--- config.mk ---
export PLATFORM = sky130hd
export DESIGN_NAME = alu_seq
export DESIGN_NICKNAME = d
export VERILOG_FILES = /design/src/rtl/alu_pkg.sv /design/src/rtl/shift_add_multiplier.sv /design/src/rtl/alu_seq.sv
export SDC_FILE = /design/constraint.sdc
export NUM_CORES = 1
export LEC_CHECK = 0
export CELL_PAD_IN_SITES_DETAIL_PLACEMENT = 1
export CELL_PAD_IN_SITES_GLOBAL_PLACEMENT = 1
export CORE_MARGIN = 1
export CORE_UTILIZATION = 44
export DETAILED_ROUTE_END_ITERATION = 12
export DONT_BUFFER_PORTS = 1
export GPL_TIMING_DRIVEN = 0
export PLACE_DENSITY = 0.73
export SYNTH_ARGS = -nofsm -noshare
export SYNTH_HDL_FRONTEND = slang
export SYNTH_SLANG_ARGS = --single-unit
--- constraint.sdc ---
create_clock -name clk -period 3.9 [get_ports clk]
set_input_delay 0.78 -clock clk [delete_from_list [all_inputs] [get_ports clk]]
set_output_delay 0.78 -clock clk [all_outputs]
set_load 0.05 [all_outputs]
--- src/rtl/alu_pkg.sv ---
// ---------------------------------------------------------------------------
// alu_pkg
// Shared types and constants for the handshaked sequential ALU (alu_seq).
//   alu_op_t   : 3-bit operation encoding carried on ALUControl
//   FLAG_*     : bit positions inside the 4-bit {N,Z,C,V} flag vector
//   state_t    : control FSM states
//   pack_flags : builds a flag vector from its four components
// ---------------------------------------------------------------------------
package alu_pkg;

  typedef enum logic [2:0] {
    OP_ADD = 3'b000,
    OP_SUB = 3'b001,
    OP_AND = 3'b010,
    OP_OR  = 3'b011,
    OP_XOR = 3'b100,
    OP_SLL = 3'b101,
    OP_SRL = 3'b110,
    OP_MUL = 3'b111
  } alu_op_t;

  localparam int FLAG_N = 3;
  localparam int FLAG_Z = 2;
  localparam int FLAG_C = 1;
  localparam int FLAG_V = 0;

  typedef enum logic [1:0] {
    IDLE = 2'd0,
    BUSY = 2'd1,
    DONE = 2'd2
  } state_t;

  function automatic logic [3:0] pack_flags(input logic n, input logic z,
                                            input logic c, input logic v);
    logic [3:0] f;
    f         = '0;
    f[FLAG_N] = n;
    f[FLAG_Z] = z;
    f[FLAG_C] = c;
    f[FLAG_V] = v;
    return f;
  endfunction

endpackage

--- src/rtl/shift_add_multiplier.sv ---
// ---------------------------------------------------------------------------
// shift_add_multiplier
// Unsigned iterative multiplier, one multiplier bit per clock, 2N-bit
// accumulator.
//   clk, rst_n : clock, asynchronous active-low reset (aborts any operation)
//   start      : load a/b; bit 0 of b is consumed on this same edge
//   a, b       : N-bit unsigned operands, sampled only when start is high
//   busy       : high while bits 1..N-1 are still being accumulated
//   done       : one-cycle pulse, product is final while it is high
//   product    : 2N-bit accumulator; holds the last result until next start
// Timing: start on edge 0, remaining bits on edges 1..N-1, done is high in
// the cycle after edge N-1, so a consumer registering on done sees the
// result N edges after start.
// ---------------------------------------------------------------------------
module shift_add_multiplier #(
  parameter int N = 32
) (
  input  logic           clk,
  input  logic           rst_n,
  input  logic           start,
  input  logic [N-1:0]   a,
  input  logic [N-1:0]   b,
  output logic           busy,
  output logic           done,
  output logic [2*N-1:0] product
);

  localparam int            CW   = $clog2(N);
  localparam logic [CW-1:0] LAST = CW'(N - 1);

  logic [2*N-1:0] acc;
  logic [2*N-1:0] mcand;   // multiplicand, pre-shifted to the current bit weight
  logic [N-1:0]   mplier;  // remaining multiplier bits, current bit at [0]
  logic [CW-1:0]  cnt;     // index of the multiplier bit handled next

  // NOTE: state registers use non-blocking assignments so every register
  // samples the values from before the edge, independent of statement order.
  always_ff @(posedge clk or negedge rst_n) begin
    if (!rst_n) begin
      acc    <= '0;
      mcand  <= '0;
      mplier <= '0;
      cnt    <= '0;
      busy   <= 1'b0;
      done   <= 1'b0;
    end else begin
      done <= 1'b0;
      if (start) begin
        acc    <= b[0] ? {{N{1'b0}}, a} : '0;
        mcand  <= {{(N-1){1'b0}}, a, 1'b0};
        mplier <= b >> 1;
        cnt    <= CW'(1);
        busy   <= 1'b1;
      end else if (busy) begin
        if (mplier[0]) begin
          acc <= acc + mcand;
        end
        mcand  <= mcand << 1;
        mplier <= mplier >> 1;
        if (cnt == LAST) begin
          busy <= 1'b0;
          done <= 1'b1;
        end else begin
          cnt <= cnt + CW'(1);
        end
      end
    end
  end

  assign product = acc;

endmodule

--- src/rtl/alu_seq.sv ---
// ---------------------------------------------------------------------------
// alu_seq
// Handshaked ALU with registered result and {N,Z,C,V} flags. Single-cycle
// ops finish one cycle after accept; MUL runs on shift_add_multiplier and
// finishes N cycles after accept.
//   clk, rst_n            : clock, asynchronous active-low reset
//   in_valid / in_ready   : operand handshake, in_ready == (state == IDLE)
//   A, B, ALUControl      : operands and alu_op_t operation
//   out_valid / out_ready : result handshake, result held until taken
//   ALUResult, ALUFlags   : registered result and {N,Z,C,V}
// ---------------------------------------------------------------------------
module alu_seq
  import alu_pkg::*;
#(
  parameter int N  = 32,
  parameter int SW = $clog2(N)
) (
  input  logic         clk,
  input  logic         rst_n,
  input  logic         in_valid,
  output logic         in_ready,
  input  logic [N-1:0] A,
  input  logic [N-1:0] B,
  input  logic [2:0]   ALUControl,
  output logic         out_valid,
  input  logic         out_ready,
  output logic [N-1:0] ALUResult,
  output logic [3:0]   ALUFlags
);

  state_t state, next_state;

  alu_op_t op;
  logic    accept;
  logic    is_mul;

  logic           mul_busy;
  logic           mul_done;
  logic [2*N-1:0] mul_product;

  logic [SW-1:0] sh;
  logic [N:0]    sum;
  logic [N:0]    diff;
  logic [N:0]    sll_w;   // {last bit shifted out, shifted value}
  logic [N:0]    srl_w;   // {shifted value, last bit shifted out}
  logic [N-1:0]  dp_res;
  logic          dp_c;
  logic          dp_v;
  logic [3:0]    dp_flags;
  logic [N-1:0]  mul_res;
  logic [3:0]    mul_flags;

  logic [N-1:0]  result_q;
  logic [3:0]    flags_q;

  assign op     = alu_op_t'(ALUControl);
  assign accept = in_valid && in_ready;
  assign is_mul = (op == OP_MUL);

  shift_add_multiplier #(.N(N)) u_mul (
    .clk     (clk),
    .rst_n   (rst_n),
    .start   (accept && is_mul && !mul_busy),
    .a       (A),
    .b       (B),
    .busy    (mul_busy),
    .done    (mul_done),
    .product (mul_product)
  );

  // Single-cycle datapath works straight off the inputs so its result can be
  // registered on the accept edge itself.
  assign sh    = B[SW-1:0];
  assign sum   = {1'b0, A} + {1'b0, B};
  assign diff  = {1'b0, A} - {1'b0, B};   // diff[N] is the borrow
  assign sll_w = {1'b0, A} << sh;         // top bit = A[N-sh], 0 when sh == 0
  assign srl_w = {A, 1'b0} >> sh;         // low bit = A[sh-1], 0 when sh == 0

  // NOTE: every output of a combinational block gets a default first, so no
  // path through the case leaves a value unassigned and infers a latch.
  always_comb begin
    dp_res = '0;
    dp_c   = 1'b0;
    dp_v   = 1'b0;
    case (op)
      OP_ADD: begin
        dp_res = sum[N-1:0];
        dp_c   = sum[N];
        dp_v   = (A[N-1] == B[N-1]) && (sum[N-1] != A[N-1]);
      end
      OP_SUB: begin
        dp_res = diff[N-1:0];
        dp_c   = diff[N];
        dp_v   = (A[N-1] != B[N-1]) && (diff[N-1] != A[N-1]);
      end
      OP_AND: dp_res = A & B;
      OP_OR:  dp_res = A | B;
      OP_XOR: dp_res = A ^ B;
      OP_SLL: begin
        dp_res = sll_w[N-1:0];
        dp_c   = sll_w[N];
      end
      OP_SRL: begin
        dp_res = srl_w[N:1];
        dp_c   = srl_w[0];
      end
      OP_MUL: ;  // produced by the multiplier
      default: ;
    endcase
  end

  assign dp_flags  = pack_flags(dp_res[N-1], dp_res == '0, dp_c, dp_v);
  assign mul_res   = mul_product[N-1:0];
  assign mul_flags = pack_flags(mul_res[N-1], mul_res == '0,
                                |mul_product[2*N-1:N], 1'b0);

  always_comb begin
    next_state = state;
    case (state)
      IDLE:    if (accept)    next_state = is_mul ? BUSY : DONE;
      BUSY:    if (mul_done)  next_state = DONE;
      DONE:    if (out_ready) next_state = IDLE;
      default:                next_state = IDLE;
    endcase
  end

  always_ff @(posedge clk or negedge rst_n) begin
    if (!rst_n) begin
      state <= IDLE;
    end else begin
      state <= next_state;
    end
  end

  // NOTE: the result/flag registers are reset as well, so the outputs are
  // zero (never X) from reset until the first op completes.
  always_ff @(posedge clk or negedge rst_n) begin
    if (!rst_n) begin
      result_q <= '0;
      flags_q  <= '0;
    end else if (state == IDLE && accept && !is_mul) begin
      result_q <= dp_res;
      flags_q  <= dp_flags;
    end else if (state == BUSY && mul_done) begin
      result_q <= mul_res;
      flags_q  <= mul_flags;
    end
  end

  assign in_ready  = (state == IDLE);
  assign out_valid = (state == DONE);
  assign ALUResult = result_q;
  assign ALUFlags  = flags_q;

endmodule

==> flow_summary.toml, run 1 <==
[critical_path]
critical_path_buf_inv_count = 2
worst-path-stages = 13
crit_top_cell = "clkbuf_1"
cp_top_family = "simple AND/OR/NAND/NOR gates"
worst-setup-path-type = "in2reg"
crit_chain = "clkbuf_1 > nand2b_1 > clkbuf_1 > a211oi_1 > a221oi_1 > o221a_2 > o21ai_0 > nor3_2 > nand3_1 > nor4_4 > nand4_1 > nor4_2 > a41o_1"
reg2reg_from = "u_mul.product[2]"
worstPathArrival_ps = 4730
rrSetupSlack_ps = 50
required_ps = 4430
reg2reg_to = "u_mul.product[62]"
crit_path_end = "ALUFlags[2]"
slowest_delay_ps = 710
endpoint_kind = "register"
slowest_stage = "clkbuf_1"
reg2reg_depth = 12
startpoint_type = "input pin"
startpoint = "ALUControl[2]"
path_max_fanout = 10

[logic_synthesis]
ys_warn_count = 0
syn-cell-area_um2 = 21200
synth_most_common_cell = "nand2_1"
yosys-top-cells-count = "381 x nand2_1, 299 x a21oi_1, 279 x nor2_1, 265 x o21ai_0, 202 x dfrtp_1"
synth_top_area_frac = 0.239
avgSynthCellArea_um2 = 7.54
netlist_instances = 2808
synth_seq_area_share = 0.239
synth-edff-count = 0
synth_nets = 3052
ys.flop_type = "dfrtp_1"
synth-seq-cells = 202
synth.distinct_cells = 85
netlist.top_cell.by_area = "dfrtp_1"
yosys-top-cells-area = "dfrtp_1 24%, ha_1 10%, a21oi_1 7.1%"
async_flop_share = 1.00

[sta]
holdWs_ps = -124
maxSlewViolCount = 0
fin_skew_ps = 19.1
max_slew_margin = 0.197
tightest_slew_ps = 1190
setup_viol = 1
layout_min_cycle_time_ps = 4200
hold_viol_final = 101
finalCritPeriodShare = 1.08
rsz0062_at_grt = "true"
fmax_mhz = 238
fin_ws_ps = -301

[job]
drv_cap = 0

[drt]
via_per_inst = 6.85
drc_errors = 0
firstDrtPassIters = 5
vias = 24100
wirelength_um = 112000
drt_iter0_drc = 2203
dr_wl_met2_um = 50600
m1WireLength_um = 42200
route.met3.wl_um = 9390
post_drt_wl_per_cell_um = 31.8
ant_nets = 0
top_layer = "met4"

[finish]
diodes = 0
final_util = 0.506
area_growth_syn_to_layout_pct = 13.8
layout-drive-gt1-share = 0.105
fillCellCount = 5885
nNetsFinal = 3130

[run_status]
violations = "hold timing, setup timing"
status = "finished, violations left"

[floorplan]
die_w_um = 221
fp.coreArea_um2 = 47600
initial_utilization = 0.444
fp.dieH_um = 221
die_area_um2 = 49000
core.rowCount = 80
io_pins = 109

[clock_network]
cts_tree = "yes"
cts_buffer_depth = 3
cts_root_buf = "clkbuf_16"
cts_max_level = 1
cts_sinks = 202
cts.clk_slew.worst_paths_ps = 60
cts_made_buffers = 26
clk_latency_ps = 600

[pwr]
power_density_nw_per_um2 = 568
swShare = 0.511
pwr-share-seq = 0.324
fin_total_pwr_uw = 13700
clkPwrFrac = 0.183
share_comb_of_total_power = 0.493
ir_worst_vdd_uv = 803
p_leak_uw = 0.0104
internal_power_uw = 6680
p_sw_uw = 7000

[global_routing]
grt_pass1_vias = 24700
grt_overflow = 0
grt_max_degree = 203
grt.total_usage = 0.448
grt_pass1_wl_um = 164000
antenna_found_initial = 1

[worst_hold_path]
hold_class = "in2async"

[place]
place_ws_ps = -3020
dp_hpwl_um = 86500
routabilityCongestion = 1.05
portBuffers = 0
-- worst min path at each step --
stage | startpoint | end | slack [ps] | depth (start not counted)
3_5_place_dp | u_mul.mplier[23] | u_mul.mplier[22] | 470 | 2
2_1_floorplan | u_mul.done | state[0] | 440 | 1
4_1_cts | rst_n | u_mul.mplier[9] | -130 | 0
6_report | rst_n | u_mul.mplier[9] | -120 | 0
3_3_place_gp | u_mul.mplier[23] | u_mul.mplier[22] | 460 | 2
5_1_grt | rst_n | u_mul.mplier[9] | -120 | 0
-- stage by stage --
step	std cells	setup TNS [ps]	instance area [um2]	hold WS, ps
final	3519	-301	24100	-124
after floorplan	2808	-444	21400	436
after detailed placement	3423	-75950	22200	475
after global routing	3519	-432	24100	-120
after global placement	3423	-64880	22200	462
after CTS	3506	-393	23800	-126
-- cell type report --
cell class	count	area, um2	share of cell area
Multi-Input combinational cell	2303	15500	0.644
Sequential cell	202	5060	0.210
Buffer	178	982	0.0408
Tap cell	615	769	0.0319
Clock buffer	38	746	0.0310
Inverter	118	484	0.0201
Timing Repair Buffer	57	432	0.0179
Clock inverter	8	118	0.00488
-- repair_timing --
| item | CTS | global route |
|---|---|---|
| pin swaps | 30 | 37 |
| buffers inserted | 38 | 19 |
| gates resized for setup | 102 | 60 |
| endpoints found under the setup margin | 38 | 19 |
| endpoints found under the hold margin | 202 | 202 |
| gates cloned | 0 | 0 |
-- kinds of logic (layout without fill, tap and decap cells) --
| logic type | Yosys count | in the layout | synth area share |
|---|---|---|---|
| muxes | 134 | 134 | 0.0831 |
| AOI/OAI and AO/OA | 968 | 968 | 0.289 |
| buffers and inverters | 303 | 399 | 0.0574 |
| xor gates and xnor gates | 60 | 60 | 0.0248 |
| and+or+nand+nor | 968 | 968 | 0.203 |
| adders and majority gates | 173 | 173 | 0.103 |
| DFF | 202 | 202 | 0.239 |
-- sequential cells by signal, summed over array words and instances (netlist names) --
register and cells:
state 2, ALUResult 32, u_mul.done 1, u_mul.product 64, u_mul.mplier 31, ALUFlags 3, u_mul.cnt 5, u_mul.mcand 63
u_mul.busy 1
-- power by group through the flow --
| stage | sequential, uW | clock, uW | combinational (uW) |
|---|---|---|---|
| 6_report | 4430 | 2510 | 6740 |
| 5_1_grt | 4490 | 2580 | 7290 |
| 4_1_cts | 4400 | 2520 | 6510 |
| 3_5_place_dp | 4430 | 0 | 6290 |
| 3_3_place_gp | 4380 | 0 | 6040 |
| 2_1_floorplan | 4020 | 0 | 4460 |
-- per-layer routing --
layer / GRT usage / up-vias
met2: 0.726 / 1265
met1: 0.524 / 12000
met4: 0.332 / 0
met5: 0 / -
li1: - / 10400
met3: 0.0941 / 423
-- cell usage in the layout (no fill, tap or decap), types with 17 or more instances in the layout --
cell type	n
inv_1	113
o21ai_0	260
a21o_1	49
mux2i_1	62
buf_4	58
o21bai_1	20
o211ai_1	19
a211oi_1	44
xnor2_1	26
nand3_1	65
and3_1	30
nor4_1	23
nand4_1	20
nand2_1	380
nor2_1	274
a31oi_1	25
nor2b_1	27
mux2_2	42
dfrtp_1	201
mux4_2	24
nand2b_1	23
ha_1	163
o21a_1	20
nor3_1	44
clkbuf_16	30
clkbuf_2	20
clkbuf_1	133
xor2_1	34
o22ai_1	17
a21oi_1	292
No activity file was read; power rests on OpenSTA's default activity.
==> run 2, diff against run 1 <==
--- a/config.mk
+++ b/config.mk
@@ -9,6 +9,7 @@
 export CELL_PAD_IN_SITES_GLOBAL_PLACEMENT = 1
 export CORE_MARGIN = 1
 export CORE_UTILIZATION = 44
+export CTS_CLUSTER_SIZE = 25
 export DETAILED_ROUTE_END_ITERATION = 12
 export DONT_BUFFER_PORTS = 1
 export GPL_TIMING_DRIVEN = 0
==> results of run 2 <==
Same layout as run 1: the final DEF is identical, and so are final timing and power.
==> run 3, diff against run 2 <==
--- a/config.mk
+++ b/config.mk
@@ -9,11 +9,14 @@
 export CELL_PAD_IN_SITES_GLOBAL_PLACEMENT = 1
 export CORE_MARGIN = 1
 export CORE_UTILIZATION = 44
+export CTS_BUF_LIST = sky130_fd_sc_hd__clkbuf_4 sky130_fd_sc_hd__clkbuf_8
 export CTS_CLUSTER_SIZE = 25
 export DETAILED_ROUTE_END_ITERATION = 12
 export DONT_BUFFER_PORTS = 1
 export GPL_TIMING_DRIVEN = 0
 export PLACE_DENSITY = 0.73
+export SETUP_SLACK_MARGIN = 0.2
+export SLEW_MARGIN = 15
 export SYNTH_ARGS = -nofsm -noshare
 export SYNTH_HDL_FRONTEND = slang
 export SYNTH_SLANG_ARGS = --single-unit
==> run 3 against run 2 <==
Net effect: the run still ends with hold timing, setup timing left; routed wire length rose by 6.1%; sequential share of layout area shrank 0.41 points; worst setup slack got worse by 210 ps; design area increased by 2.1%; total power grew 3.3%; core utilization increased by 1.0 points; critical path type unchanged; largest cell class unchanged; largest power group unchanged.
==> flow_summary.toml, run 3 (synthesis gave the netlist of run 1 again) <==
[run_status]
status = "finished, violations left"
violations = "hold timing, setup timing"

[sta]
maxSlewViolCount = 0
fin_ws_ps = -512
rsz0062_at_grt = "true"
fin_skew_ps = 40.7
holdWs_ps = -181
fmax_mhz = 227
max_slew_margin = 0.166
finalCritPeriodShare = 1.13
setup_viol = 4
layout_min_cycle_time_ps = 4410
tightest_slew_ps = 1240
hold_viol_final = 74

[critical_path]
critical_path_buf_inv_count = 5
rrSetupSlack_ps = 140
slowest_stage = "a221o_1"
worst-setup-path-type = "in2reg"
endpoint_kind = "register"
slowest_delay_ps = 530
worstPathArrival_ps = 5010
crit_chain = "buf_12 > buf_4 > buf_2 > buf_2 > buf_2 > nor2_1 > nand2_1 > o21ai_0 > a221o_1 > a221oi_2 > nand3_1 > nor4_4 > nand4_1 > nor4_2 > a41o_1"
required_ps = 4500
crit_top_cell = "buf_2"
startpoint_type = "input pin"
cp_top_family = "compound AO/OA/AOI/OAI gates"
path_max_fanout = 10

[finish]
final_cell_area_um2 = 24600
largest_reg_flops = 64
layout_commonest_cell = "nand2_1"
mostFrequentLayoutCells = "375 x nand2_1, 284 x a21oi_1, 272 x nor2_1"
nNetsFinal = 3163
multi_input_area_um2 = 15800
stdcell_count = 3573
area_growth_syn_to_layout_pct = 16.1
regArea_um2 = 5060
fillCellCount = 5827
layout-drive-gt1-share = 0.139

[floorplan]
die_area_um2 = 49000
fp.dieH_um = 221
die_w_um = 221
initial_utilization = 0.444
fp.coreArea_um2 = 47600
core.rowCount = 80
io_pins = 109

[clock_network]
cts_root_buf = "clkbuf_8"
cts_sinks = 202
clk_latency_ps = 680
cts_max_level = 2
cts_made_buffers = 40
cts_tree = "yes"
cts.clk_slew.worst_paths_ps = 60
cts_buffer_depth = 3

[place]
dpl.cell_count = 3424
placedInstanceArea_um2 = 22200
dp_hpwl_um = 89300
routabilityCongestion = 1.06
portBuffers = 0

[global_routing]
grt_overflow = 0
grt_pass1_vias = 25400
antenna_found_initial = 4
grt_pass1_wl_um = 171000
grt_max_degree = 203
grt.total_usage = 0.472

[job]
drv_cap = 0

[drt]
drt_iter0_drc = 2840
ant_nets = 0
post_drt_wl_per_cell_um = 33.2
vias = 24800
firstDrtPassIters = 5
drc_errors = 0
via_per_inst = 6.94
wirelength_um = 119000

[pwr]
ir_worst_vdd_uv = 674
p_sw_uw = 7400
power_density_nw_per_um2 = 575
internal_power_uw = 6740
share_comb_of_total_power = 0.506
p_leak_uw = 0.0106
clkPwrFrac = 0.180
pwr-share-seq = 0.315
swShare = 0.523

[worst_hold_path]
hold_class = "in2async"
## run 3: cell count changes in the layout (fill, tap and decap cells not counted), sizes merged
cell	delta
buf	+16
clkinvlp	+1
diode	+8
bufinv	-1
clkbuf	+29
clkinv	+2
clkdlybuf4s15	-1
## run 3: path summary, 6_finish.rpt
| check | start | to | cells past startpoint |
|---|---|---|---|
| max | B[1] | ALUFlags[2] | 15 |
| min | rst_n | u_mul.mplier[3] | 0 |
| max reg2reg | u_mul.product[1] | u_mul.product[55] | 15 |
| min reg2reg | u_mul.done | state[0] | 1 |
| max in group asynchronous | rst_n | u_mul.product[52] | 0 |
| min in group clk | out_ready | state[1] | 1 |
## run 3: power groups by stage
stage	logic (uW)	clock network [uW]	registers, uW
detailed placement	6380	0	4430
finish	7150	2540	4450
global route	7610	2610	4500
floorplan	4460	0	4020
global placement	6050	0	4380
CTS	6680	2540	4410
## run 3: cell type report
type	count	share of cell area
inverters	118	0.0197
clock inverters	10	0.00326
repair buffers	69	0.0218
multi-input cells	2303	0.641
well taps	615	0.0313
diodes	8	0.000814
clock buffers	63	0.0335
flip-flops and latches	202	0.206
plain buffers	185	0.0425
## run 3: stage by stage
stage,worst slack [ps],hold slack (ps),power [uW],util,TNS [ps]
finish,-512,-181,14100,0.516,-954
global route,-545,-207,14700,0.516,-1070
CTS,-438,-194,13600,0.504,-1070
detailed placement,-3000,477,10800,0.466,-99860
global placement,-3170,463,10400,0.466,-83140
floorplan,-314,436,8480,-,-458
## run 3: worst reg2reg max path, cell delays in order, from the launching register on
cell and delay [ps]:
dfrtp_1 390, ha_2 240, inv_1 80, fa_1 440
nand2b_1 230, a21oi_2 230, o21ai_0 170, o2111ai_2 190
nand4b_1 200, nand2_2 160, a211oi_2 110, o31a_1 370
o21a_1 230, o21ai_2 190, nor4_1 90, a211oi_1 290
## run 3: layer usage
layer	global-route usage	vias to the layer above	share of wire	wire, um
li1	-	10500	-	-
met1	0.539	12400	0.37	43600
met2	0.753	1467	0.45	53800
met3	0.131	465	0.096	11400
met4	0.360	0	0.084	9940
met5	0	-	0	0
## run 3: repair_timing
item | CTS | global route
gates cloned | 0 | 0
endpoints found under the hold margin | 202 | 202
setup buffers | 45 | 23
resized for setup | 124 | 89
pin swaps | 49 | 45
endpoints found under the setup margin | 129 | 27
